===== src/rtl/linebuf_seq_pkg.sv =====
// Shared types for the line-buffer sequencer: FSM state encoding and counter sizing.
package linebuf_seq_pkg;

  typedef enum logic [2:0] {
    ST_IDLE      = 3'd0,
    ST_FILL      = 3'd1,
    ST_PAD_BOT   = 3'd2,
    ST_NEXT_FMAP = 3'd3,
    ST_DONE      = 3'd4
  } seq_state_e;

  // Row/col counters must reach the last pad row, one bit of headroom kept.
  function automatic int unsigned cnt_width(input int unsigned x_dim, input int unsigned pad);
    return $clog2(x_dim + pad) + 1;
  endfunction

endpackage


===== src/rtl/seq_rowcol_counter.sv =====
// Column/row position within one feature map, including the bottom pad rows.
module seq_rowcol_counter
  import linebuf_seq_pkg::*;
#(
  parameter int unsigned X_DIM = 28,
  parameter int unsigned PAD   = 1
) (
  input  logic clk,
  input  logic rstn,
  input  logic clr,
  input  logic inc,
  output logic col_wrap,
  output logic last_row
);

  localparam int unsigned CNT_W = cnt_width(X_DIM, PAD);
  localparam logic [CNT_W-1:0] COL_LAST      = CNT_W'(X_DIM - 1);
  localparam logic [CNT_W-1:0] ROW_FILL_LAST = CNT_W'(X_DIM - 1);
  localparam logic [CNT_W-1:0] ROW_LAST      = CNT_W'(X_DIM + PAD - 1);

  logic [CNT_W-1:0] r_col;
  logic [CNT_W-1:0] r_row;

  assign col_wrap = inc && (r_col == COL_LAST);
  // Fill rows and pad rows never overlap, so one flag serves both phases.
  assign last_row = (r_row == ROW_FILL_LAST) || (r_row == ROW_LAST);

  always_ff @(posedge clk or negedge rstn) begin
    if (!rstn) begin
      r_col <= '0;
      r_row <= '0;
    end else if (clr) begin
      r_col <= '0;
      r_row <= '0;
    end else if (inc) begin
      if (r_col == COL_LAST) begin
        r_col <= '0;
        r_row <= (r_row == ROW_LAST) ? '0 : r_row + CNT_W'(1);
      end else begin
        r_col <= r_col + CNT_W'(1);
      end
    end
  end

endmodule


===== src/rtl/linebuf_sequencer.sv =====
// Sequences pixel writes into the line buffer per feature map, adding bottom zero-pad rows.
// Optional LINEBUF_SEQ_ABORT_EN adds an abort input that returns the FSM to idle.
module linebuf_sequencer
  import linebuf_seq_pkg::*;
#(
  parameter int unsigned KER_SIZE    = 3,
  parameter int unsigned INPUT_X_DIM = 28,
  parameter int unsigned PAD         = 1,
  parameter int unsigned NFMAPS      = 3,
  localparam int unsigned FMAP_W     = (NFMAPS > 1) ? $clog2(NFMAPS) : 1
) (
  input  logic              clk,
  input  logic              rstn,
  input  logic              start,
`ifdef LINEBUF_SEQ_ABORT_EN
  input  logic              abort,
`endif
  input  logic              src_valid,
  output logic              src_ready,
  input  logic              win_ready,
  input  logic              mac_ready,
  output logic              lb_valid,
  output logic              lb_pad_zero,
  output logic [FMAP_W-1:0] fmap_idx,
  output logic              busy,
  output logic              done
);

  if (KER_SIZE > INPUT_X_DIM + PAD) begin : g_ker_too_big
    $error("KER_SIZE exceeds padded feature map height");
  end

  localparam logic [FMAP_W-1:0] FMAP_LAST = FMAP_W'(NFMAPS - 1);

  seq_state_e        r_state;
  seq_state_e        w_state_nxt;
  logic [FMAP_W-1:0] r_fmap_idx;
  logic              r_busy;
  logic              r_done;
  logic              w_stall;
  logic              w_cnt_clr;
  logic              w_fmap_inc;
  logic              w_fmap_clr;
  logic              w_col_wrap;
  logic              w_last_row;

  // Window full and MAC not draining: hold the line buffer still.
  assign w_stall = win_ready && !mac_ready;

  seq_rowcol_counter #(
    .X_DIM (INPUT_X_DIM),
    .PAD   (PAD)
  ) u_rowcol (
    .clk      (clk),
    .rstn     (rstn),
    .clr      (w_cnt_clr),
    .inc      (lb_valid),
    .col_wrap (w_col_wrap),
    .last_row (w_last_row)
  );

  always_ff @(posedge clk or negedge rstn) begin
    if (!rstn) begin
      r_state <= ST_IDLE;
    end else begin
      r_state <= w_state_nxt;
    end
  end

  always_comb begin
    w_state_nxt = r_state;
    src_ready   = 1'b0;
    lb_valid    = 1'b0;
    lb_pad_zero = 1'b0;
    w_cnt_clr   = 1'b0;
    w_fmap_inc  = 1'b0;
    w_fmap_clr  = 1'b0;
    case (r_state)
      ST_IDLE: begin
        w_cnt_clr = 1'b1;
        if (start) begin
          w_state_nxt = ST_FILL;
        end
      end
      ST_FILL: begin
        src_ready = !w_stall;
        lb_valid  = src_valid && !w_stall;
        if (w_col_wrap && w_last_row) begin
          w_state_nxt = (PAD > 0) ? ST_PAD_BOT : ST_NEXT_FMAP;
        end
      end
      ST_PAD_BOT: begin
        lb_valid    = !w_stall;
        lb_pad_zero = !w_stall;
        if (w_col_wrap && w_last_row) begin
          w_state_nxt = ST_NEXT_FMAP;
        end
      end
      ST_NEXT_FMAP: begin
        w_cnt_clr = 1'b1;
        if (r_fmap_idx < FMAP_LAST) begin
          w_fmap_inc  = 1'b1;
          w_state_nxt = ST_FILL;
        end else begin
          w_state_nxt = ST_DONE;
        end
      end
      ST_DONE: begin
        w_fmap_clr  = 1'b1;
        w_state_nxt = ST_IDLE;
      end
      default: begin
        w_state_nxt = ST_IDLE;
      end
    endcase
`ifdef LINEBUF_SEQ_ABORT_EN
    // Abort overrides every other transition and skips the done pulse.
    if (abort && (r_state != ST_IDLE)) begin
      w_state_nxt = ST_IDLE;
      w_cnt_clr   = 1'b1;
      w_fmap_clr  = 1'b1;
      w_fmap_inc  = 1'b0;
    end
`endif
  end

  always_ff @(posedge clk or negedge rstn) begin
    if (!rstn) begin
      r_fmap_idx <= '0;
      r_busy     <= 1'b0;
      r_done     <= 1'b0;
    end else begin
      if (w_fmap_clr) begin
        r_fmap_idx <= '0;
      end else if (w_fmap_inc) begin
        r_fmap_idx <= r_fmap_idx + FMAP_W'(1);
      end
      r_busy <= (w_state_nxt != ST_IDLE);
      r_done <= (w_state_nxt == ST_DONE);
    end
  end

  assign fmap_idx = r_fmap_idx;
  assign busy     = r_busy;
  assign done     = r_done;

endmodule


===== config.mk =====
export PLATFORM = sky130hd
export DESIGN_NAME = linebuf_sequencer
export DESIGN_NICKNAME = d
export VERILOG_FILES = /design/src/rtl/linebuf_seq_pkg.sv /design/src/rtl/seq_rowcol_counter.sv /design/src/rtl/linebuf_sequencer.sv
export SDC_FILE = /design/constraint.sdc
export NUM_CORES = 1
export LEC_CHECK = 0
export CORE_MARGIN = 10
export CORE_UTILIZATION = 53
export DETAILED_ROUTE_END_ITERATION = 16
export PLACE_DENSITY = 0.87
export SYNTH_ARGS = -nofsm -noshare
export SYNTH_HDL_FRONTEND = slang
export SYNTH_HIERARCHICAL = 1
export SYNTH_SLANG_ARGS = --single-unit

===== constraint.sdc =====
create_clock -name clk -period 2.7 [get_ports clk]
set_clock_uncertainty 0.1 [all_clocks]
set_input_delay 0.54 -clock clk [delete_from_list [all_inputs] [get_ports clk]]
set_output_delay 0.54 -clock clk [all_outputs]
set_load 0.02 [all_outputs]

==> flow_metrics.tcl, run 1 <==
set metrics [dict create \
    synth_fp_nets 122 \
    critPathArrivalTime_ns 1.94 \
    rsz0062_at_grt "false" \
    worstPathMaxFanout 2 \
    hold_viol 0 \
    synth_seq_cells 19 \
    synthCells 113 \
    place_hpwl_um 1730 \
    crit_top_cell "clkdlybuf4s50_1" \
    ys_types 39 \
    path_clk_slew_ns 0.11 \
    num_vias 904 \
    r2r_end "u_rowcol/r_row[3]" \
    r2r_start "r_state[0]" \
    criticalPathCategory "primary input to output port" \
    use_met3 0.0258 \
    cts_buffers 3 \
    power_frac_seq 0.514 \
    root_buffer "clkbuf_4" \
    switching_share 0.369 \
    nets 138 \
    cp_slowest_cell "clkdlybuf4s50_1" \
    grt_pass1_wl_um 4110 \
    num_rows 16 \
    synth_edf_count 0 \
    cts_buffer_depth 2 \
    drc 0 \
    dp_cells 151 \
    drtPass1Iterations 4 \
    grt_util_met2 0.227 \
    rr_worst_depth 6 \
    combPwrFrac 0.300 \
    start_kind "primary input" \
    netlist.area_leader.share 0.448 \
    synth_area_leaders "dfrtp_1 (45%), a31oi_1 (3.5%), ha_1 (3.5%)" \
    die_h_um 64.7 \
    wl_per_cell_um 15.0 \
    cts_tree "yes" \
    grt_overflow 0 \
    hold_slack_ns 0.466 \
    p_leak_nw 0.500 \
    maxCapViolCount 0 \
    fp.dieW_um 64.7 \
    status "finished clean" \
    ios 13 \
    antenna_cells 0 \
    synthesis.area_sq_um 1060 \
    yosysWarnings 6 \
    area_delta_synth_final_pct 17.6 \
    place_congestion 0.747 \
    grt_busiest_layer "met2" \
    placed_area_sq_um 1220 \
    hp-class "primary input to asynchronous set/reset pin" \
    p_sw_w 0.000285 \
    worstMarginPinSlew_ns 0.435 \
    finalSetupViolCount 0 \
    power_frac_clock 0.186 \
    grt_usage 0.119 \
    grt_pass1_vias 965 \
    worstPathRequired_ns 2.06 \
    drtIter0Drc 29 \
    final_cell_area_sq_um 1250 \
    ys_seq_area_frac 0.448 \
    clk_latency_ns 0.29 \
    ir_worst_vdd_v 0.000545 \
    critPathMaxStageDelay_ns 0.64 \
    cts.htree.levels 1 \
    drive_gt1_frac 0.109 \
    slew_headroom 0.710 \
    cpLargestDelayFamily "buffers and inverters" \
    hold_buffers 0 \
    endpoint_kind "output port" \
    yosys.area.top_type "dfrtp_1" \
    stdcell_count 155 \
    port_buffers 12 \
    crit_path_cell_trace "clkdlybuf4s50_1 > nor2b_1 > nor3b_2 > clkdlybuf4s50_1" \
    post-route-min-period_ns 2.58 \
    internal-power_w 0.000487 \
    fin_util 0.642 \
    initial_utilization 0.546 \
    drv_slew 0 \
    clock-sinks 19 \
    antenna_found_initial 0 \
    globalRouteMet1Util 0.121 \
    ant_nets 0 \
    die_area_sq_um 4190 \
    async_reset_ff_frac 1.00 \
    routed_wl_um 2330 \
    r2r_slack_ns 0.41 \
    avgSynthCellArea_sq_um 9.39 \
    grt_max_degree 20 \
    timing.final.crit_share 0.957 \
    clock.fmax_mhz 387 \
    core_area_sq_um 1940 \
    ys.flop_type "dfrtp_1" \
    timing.critical_path.buf_inv 2 \
    viasPerCell 5.83 \
    p_per_area_nw_per_um2 618 \
]
per-stage QoR:
stage / setup TNS, ns / power (W) / setup slack, ns
after floorplan: 0 / 0.000575 / 0.0839
after global placement: 0 / 0.000609 / 0.0292
after detailed placement: -0.0250 / 0.000630 / -0.0173
after CTS: 0 / 0.000774 / 0.114
after global routing: 0 / 0.000834 / 0.0936
final: 0 / 0.000771 / 0.116
power by group through the flow:
| stage | logic [W] | clock network [W] | registers [W] |
|---|---|---|---|
| floorplan | 0.000189 | 0 | 0.000387 |
| global placement | 0.000213 | 0 | 0.000396 |
| detailed placement | 0.000230 | 0 | 0.000400 |
| CTS | 0.000233 | 0.000147 | 0.000394 |
| global route | 0.000267 | 0.000161 | 0.000407 |
| finish | 0.000231 | 0.000144 | 0.000396 |
state kept, by name, summed over array words and instances, names as in the netlist:
name / cells
u_rowcol/r_col: 6
u_rowcol/r_row: 6
r_state: 3
fmap_idx: 2
busy: 1
done: 1
worst register-to-register path, cell delays in order, from the launching register on:
cell and delay, ns:
dfrtp_1 0.46, nor2b_2 0.21, nor3b_2 0.20, a21o_1 0.18, nand4_1 0.29, or4_1 0.58, a31oi_1 0.19
final cells by class:
type,count,area [sq um]
fill,168,694
multi-input combinational,86,551
sequential,19,475
timing repair buffer,16,149
tap,27,33.8
clock buffer,3,22.5
inverter,3,11.3
clock inverter,1,5.00
worst max-delay path by stage:
stage	startpoint	to	slack, ns	cells past startpoint
floorplan	win_ready	u_rowcol/r_row[3]	0.08	8
global placement	win_ready	lb_valid	0.03	5
detailed placement	win_ready	u_rowcol/r_row[3]	-0.02	7
CTS	win_ready	src_ready	0.11	4
global route	win_ready	src_ready	0.09	4
finish	win_ready	src_ready	0.12	4
logic make-up (layout without fill, tap and decap cells):
| logic type | Yosys count | in the layout | synth area share |
|---|---|---|---|
| flops | 19 | 19 | 0.448 |
| compound gates | 32 | 32 | 0.196 |
| fa+ha+maj | 3 | 3 | 0.0354 |
| xor+xnor | 3 | 3 | 0.0248 |
| simple gates | 46 | 46 | 0.239 |
| buf+inv | 8 | 23 | 0.0377 |
| mux | 2 | 2 | 0.0189 |
synth_stat cells, types with 2 or more instances:
| library cell | n |
|---|---|
| dfrtp_1 | 19 |
| nor2_1 | 10 |
| nand2_1 | 9 |
| o21ai_0 | 7 |
| a21oi_1 | 6 |
| a31oi_1 | 6 |
| nand3_1 | 5 |
| o211ai_1 | 5 |
| nand2b_1 | 4 |
| ha_1 | 3 |
| inv_1 | 3 |
| a21o_1 | 2 |
| buf_2 | 2 |
| clkbuf_1 | 2 |
| mux2i_1 | 2 |
| nor3b_1 | 2 |
| o2111ai_1 | 2 |
| or4_1 | 2 |
| xor2_1 | 2 |
cell usage in the layout, fill, tap and decap left out, types with 2 or more instances in the layout:
cell and n:
or4_1 2, clkbuf_4 3, nor2_1 10, o21ai_0 7
a21o_1 2, mux2i_1 2, o211ai_1 5, clkdlybuf4s50_1 11
a31oi_1 6, ha_1 3, dfrtp_1 19, inv_1 3
nand3_1 5, nand2b_1 4, nand2_1 9, xor2_1 2
buf_4 4, a21oi_1 6, nor3b_1 2, o2111ai_1 2
metal layers:
| layer | share of wire | vias up |
|---|---|---|
| li1 | - | 445 |
| met1 | 0.40 | 444 |
| met2 | 0.57 | 13 |
| met3 | 0.024 | 2 |
| met4 | 0.0039 | 0 |
| met5 | 0 | - |
timing repair:
item	CTS	global route
resized for setup	1	0
setup buffers	0	0
endpoints found under the setup margin	1	0
No activity file was read; power rests on OpenSTA's default activity.
==> run 2: changes to the inputs <==
--- a/config.mk
+++ b/config.mk
@@ -9,6 +9,7 @@
 export CORE_UTILIZATION = 53
 export DETAILED_ROUTE_END_ITERATION = 16
 export PLACE_DENSITY = 0.87
+export REMOVE_ABC_BUFFERS = 1
 export SYNTH_ARGS = -nofsm -noshare
 export SYNTH_HDL_FRONTEND = slang
 export SYNTH_HIERARCHICAL = 1
==> run 2 against run 1 <==
- clock power rose by 3%
- sequential share of layout area is 0.27 points lower
- critical path depth unchanged
- worst hold slack lost 0.010 ns
- count of clock-buffer cells in the layout did not move
- critical endpoint unchanged
- highest routed layer unchanged
==> flow_metrics.tcl, run 2 (same netlist as run 1, synthesis figures left out) <==
set metrics [dict create \
    clk_latency_ns 0.30 \
    start_kind "primary input" \
    criticalPathCategory "primary input to output port" \
    ant_nets 0 \
    ctsResizeCount 2 \
    timing.critical_path.buf_inv 2 \
    crit_cells 4 \
    cts_tree "yes" \
    grt_overflow 0 \
    hold_viol 0 \
    p_leak_nw 0.514 \
    grt_usage 0.113 \
    grt_pass1_vias 834 \
    ir_worst_vdd_v 0.000439 \
    grt_pass1_wl_um 3930 \
    status "finished clean" \
    cp_slowest_cell "clkdlybuf4s50_1" \
    root_buffer "clkbuf_4" \
    postCtsSetupBuffers 0 \
    clock.fmax_mhz 389 \
    core_area_sq_um 1940 \
    final_common_cell "dfrtp_1" \
    num_rows 16 \
    die_h_um 64.7 \
    nets 140 \
    critPathMaxStageDelay_ns 0.66 \
    drive_gt1_frac 0.115 \
    routed_wl_um 2230 \
    crit_top_cell "clkdlybuf4s50_1" \
    p_per_area_nw_per_um2 613 \
    antenna_cells 0 \
    pre_cts_ws_ns -0.00895 \
    cts.htree.levels 1 \
    initial_utilization 0.546 \
    place_congestion 0.820 \
    num_vias 910 \
    critPathArrivalTime_ns 1.93 \
    wl_per_cell_um 14.2 \
    clock-sinks 19 \
    antenna_found_initial 0 \
    final_cell_mix "dfrtp_1 (19), nor2_1 (10), clkdlybuf4s50_1 (10), nand2_1 (9), o21ai_0 (7)" \
    rsz0062_at_grt "false" \
    slew_headroom 0.712 \
    worstMarginPinSlew_ns 0.432 \
    worstPathRequired_ns 2.06 \
    drc 0 \
    timing.final.crit_share 0.952 \
    hp-class "primary input to asynchronous set/reset pin" \
    finalSetupViolCount 0 \
    fp.dieW_um 64.7 \
    finalPower_w 0.000770 \
    cpLargestDelayFamily "buffers and inverters" \
    viasPerCell 5.80 \
    path_clk_slew_ns 0.12 \
    die_area_sq_um 4190 \
    cts_buffers 3 \
    postLayoutSetupSlackWorst_ns 0.130 \
    dp_cells 153 \
    place_hpwl_um 1680 \
    cts_buffer_depth 2 \
    area_delta_synth_final_pct 18.4 \
    drtIter0Drc 41 \
    crit_path_cell_trace "clkdlybuf4s50_1 > nor2b_1 > nor3b_2 > clkdlybuf4s50_1" \
    ios 13 \
    stdcell_count 157 \
    maxCapViolCount 0 \
    port_buffers 12 \
    drtPass1Iterations 4 \
    endpoint_kind "output port" \
    rr_worst_depth 8 \
    worstPathMaxFanout 2 \
    grt_max_degree 20 \
    post-route-min-period_ns 2.57 \
    hold_buffers 0 \
    drv_slew 0 \
    reg.largest.list "u_rowcol/r_col (6), u_rowcol/r_row (6), r_state (3)" \
]
[run 2: final cells by class]
type / count / area [sq um]
clock buffers: 3 / 22.5
clock inverters: 1 / 5.00
fillers: 166 / 686
inverters: 3 / 11.3
multi-input cells: 86 / 546
flip-flops and latches: 19 / 475
well taps: 27 / 33.8
repair buffers: 18 / 163
[run 2: metrics by stage]
stage | hold slack (ns) | util | instance area [sq um] | setup TNS (ns)
2_1_floorplan | 0.144 | - | 1030 | -0.0138
3_3_place_gp | 0.444 | 0.634 | 1230 | 0
3_5_place_dp | 0.463 | 0.634 | 1230 | -0.00895
4_1_cts | 0.465 | 0.647 | 1260 | 0
5_1_grt | 0.487 | 0.647 | 1260 | 0
6_report | 0.456 | 0.647 | 1260 | 0
[run 2: final timing paths]
check	from	end	slack (ns)
setup / recovery	win_ready	src_ready	0.13
hold / removal	rstn	u_rowcol/r_row[5]	0.46
setup reg to reg	r_state[0]	u_rowcol/r_row[4]	0.39
hold reg to reg	u_rowcol/r_col[5]	u_rowcol/r_col[5]	0.48
max in group asynchronous	rstn	u_rowcol/r_row[4]	1.84
min in group clk	u_rowcol/r_col[5]	u_rowcol/r_col[5]	0.48
[run 2: report_power, final]
group / switching [W] / total (W) / leakage, nW / internal (W)
sequential: 0.0000599 / 0.000397 / 0.229 / 0.000337
clock: 0.0000937 / 0.000149 / 0.0177 / 0.0000551
combinational: 0.000130 / 0.000224 / 0.268 / 0.0000934
total: 0.000284 / 0.000770 / 0.514 / 0.000486
[run 2: per-layer routing]
layer / track usage / up-vias / wire length [um]
met5: 0 / - / 0
met4: 0.0401 / 0 / 15
met3: 0.0241 / 4 / 103
met2: 0.174 / 25 / 1130
met1: 0.151 / 433 / 976
li1: - / 448 / -
==> run 3: changes to the inputs <==
==> constraint.sdc (replaced) <==
create_clock -name clk -period 2.95 [get_ports clk]
set_clock_uncertainty 0.1 [all_clocks]
set_input_delay 0.59 -clock clk [delete_from_list [all_inputs] [get_ports clk]]
set_output_delay 0.59 -clock clk [all_outputs]
set_load 0.02 [all_outputs]
==> run 3 against run 2 <==
- sequential power is 8.3% lower
- non-clock buffer count is 3 lower
- final cell count is 1.9% lower
- cell area is 1.7% lower
- sequential share of layout area is 0.65 points higher
- register-to-register slack better by 0.32 ns
- worst hold slack better by 0.025 ns
- clock power is 11% lower
- via count is 1.2% lower
- largest power group unchanged
- sequential cell count stayed put
- die area stayed put
==> flow_metrics.tcl, run 3 (same netlist as run 1, synthesis figures left out) <==
set metrics [dict create \
    status "finished clean" \
    worstMarginPinSlew_ns 0.840 \
    drtIter0Drc 23 \
    reg.largest.list "u_rowcol/r_col (6), u_rowcol/r_row (6), r_state (3)" \
    drc 0 \
    cts_tree "yes" \
    grt_pass1_vias 859 \
    fill_cells 166 \
    switching_share 0.370 \
    ios 13 \
    grt_pass1_wl_um 3620 \
    timing.final.crit_share 0.958 \
    power_frac_clock 0.187 \
    crit_path_cell_trace "clkdlybuf4s50_1 > nor2b_1 > nor3_1 > a21o_1 > clkdlybuf4s50_1" \
    post-route-min-period_ns 2.83 \
    critPathArrivalTime_ns 2.14 \
    place_hpwl_um 1690 \
    crit_cells 5 \
    num_vias 899 \
    postCtsSetupBuffers 0 \
    antenna_cells 0 \
    initial_utilization 0.546 \
    hold_buffers 0 \
    cts_buffers 3 \
    clk_latency_ns 0.30 \
    slew_headroom 0.438 \
    p_leak_nw 0.489 \
    area_delta_synth_final_pct 16.4 \
    drive_gt1_frac 0.0866 \
    antenna_found_initial 0 \
    timing.critical_path.buf_inv 2 \
    hold_slack_ns 0.481 \
    viasPerCell 5.84 \
    postLayoutSetupSlackWorst_ns 0.123 \
    pre_cts_ws_ns 0.135 \
    wl_per_cell_um 14.8 \
    hp-class "flop to flop" \
    grt_util_met2 0.200 \
    worstPathRequired_ns 2.26 \
    place_congestion 0.822 \
    final_common_cell "dfrtp_1" \
    die_area_sq_um 4190 \
    tns_ns 0 \
    nets 137 \
    clock-sinks 19 \
    ant_nets 0 \
    p_sw_w 0.000262 \
    cts_buffer_depth 2 \
    routed_wl_um 2280 \
    combPwrFrac 0.299 \
    clock.fmax_mhz 354 \
    finalSetupViolCount 0 \
    ir_worst_vdd_v 0.000454 \
    power_frac_seq 0.514 \
    hold_depth 2 \
    hold_viol 0 \
    use_met3 0.0309 \
    die_h_um 64.7 \
    grt_overflow 0 \
    start_kind "primary input" \
    rsz0062_at_grt "false" \
    finalPower_w 0.000709 \
    grt_busiest_layer "met2" \
    crit_top_cell "clkdlybuf4s50_1" \
    worstPathMaxFanout 3 \
    p_per_area_nw_per_um2 574 \
    globalRouteMet1Util 0.103 \
    criticalPathCategory "primary input to output port" \
    num_rows 16 \
    cts.htree.levels 1 \
    grt_usage 0.107 \
    cp_slowest_cell "clkdlybuf4s50_1" \
    root_buffer "clkbuf_4" \
    drv_slew 0 \
    drtPass1Iterations 4 \
    fp.dieW_um 64.7 \
    rr_worst_depth 5 \
    internal-power_w 0.000447 \
    final_cell_mix "dfrtp_1 (19), clkdlybuf4s50_1 (12), nor2_1 (10), nand2_1 (9), o21ai_0 (7)" \
    grt_max_degree 20 \
    core_area_sq_um 1940 \
    path_clk_slew_ns 0.11 \
    port_buffers 12 \
    endpoint_kind "output port" \
    critPathMaxStageDelay_ns 0.62 \
    maxCapViolCount 0 \
    cpLargestDelayFamily "buffers and inverters" \
    ctsResizeCount 0 \
]
==> run 3: final timing paths <==
path,end,slack (ns),startpoint
worst max register to register,u_rowcol/r_col[4],0.71,r_state[0]
worst min register to register,u_rowcol/r_col[1],0.48,u_rowcol/r_col[1]
worst min-delay path,u_rowcol/r_col[1],0.48,u_rowcol/r_col[1]
min in group asynchronous,u_rowcol/r_col[3],0.66,rstn
max in group asynchronous,u_rowcol/r_row[3],1.57,rstn
worst max-delay path,lb_valid,0.12,win_ready
==> run 3: power groups by stage <==
stage               Sequential, W  Clock, W  Combinational (W)
floorplan                0.000354         0           0.000153
global placement         0.000363         0           0.000195
detailed placement       0.000368         0           0.000211
CTS                      0.000362  0.000136           0.000214
global route             0.000371  0.000149           0.000239
finish                   0.000364  0.000133           0.000212
==> run 3: cell type report <==
cell class                 count  area [sq um]  share of cell area
timing repair buffer          15           143               0.116
clock buffer                   4          26.3              0.0213
tap                           27          33.8              0.0274
multi-input combinational     86           546               0.442
inverter                       3          11.3             0.00912
sequential                    19           475               0.385
==> run 3: metal layers <==
layer	share of wire	wire, um
met1	0.42	948
met2	0.53	1210
met3	0.038	87
met4	0.017	38
met5	0	0
==> run 3: worst register-to-register path, delay by kind of cell, from the launching register on <==
kind / cells / cell delay, ns
AO/OA/AOI/OAI: 3 / 0.78
flip-flops: 1 / 0.46
AND/OR/NAND/NOR: 2 / 0.84
==> run 3: through the flow <==
| step | cells | instance area [sq um] | utilization |
|---|---|---|---|
| final | 154 | 1230 | 0.636 |
| after global routing | 154 | 1230 | 0.636 |
| after CTS | 154 | 1230 | 0.636 |
| after detailed placement | 150 | 1210 | 0.622 |
| after global placement | 150 | 1210 | 0.622 |
| after floorplan | 108 | 1030 | - |
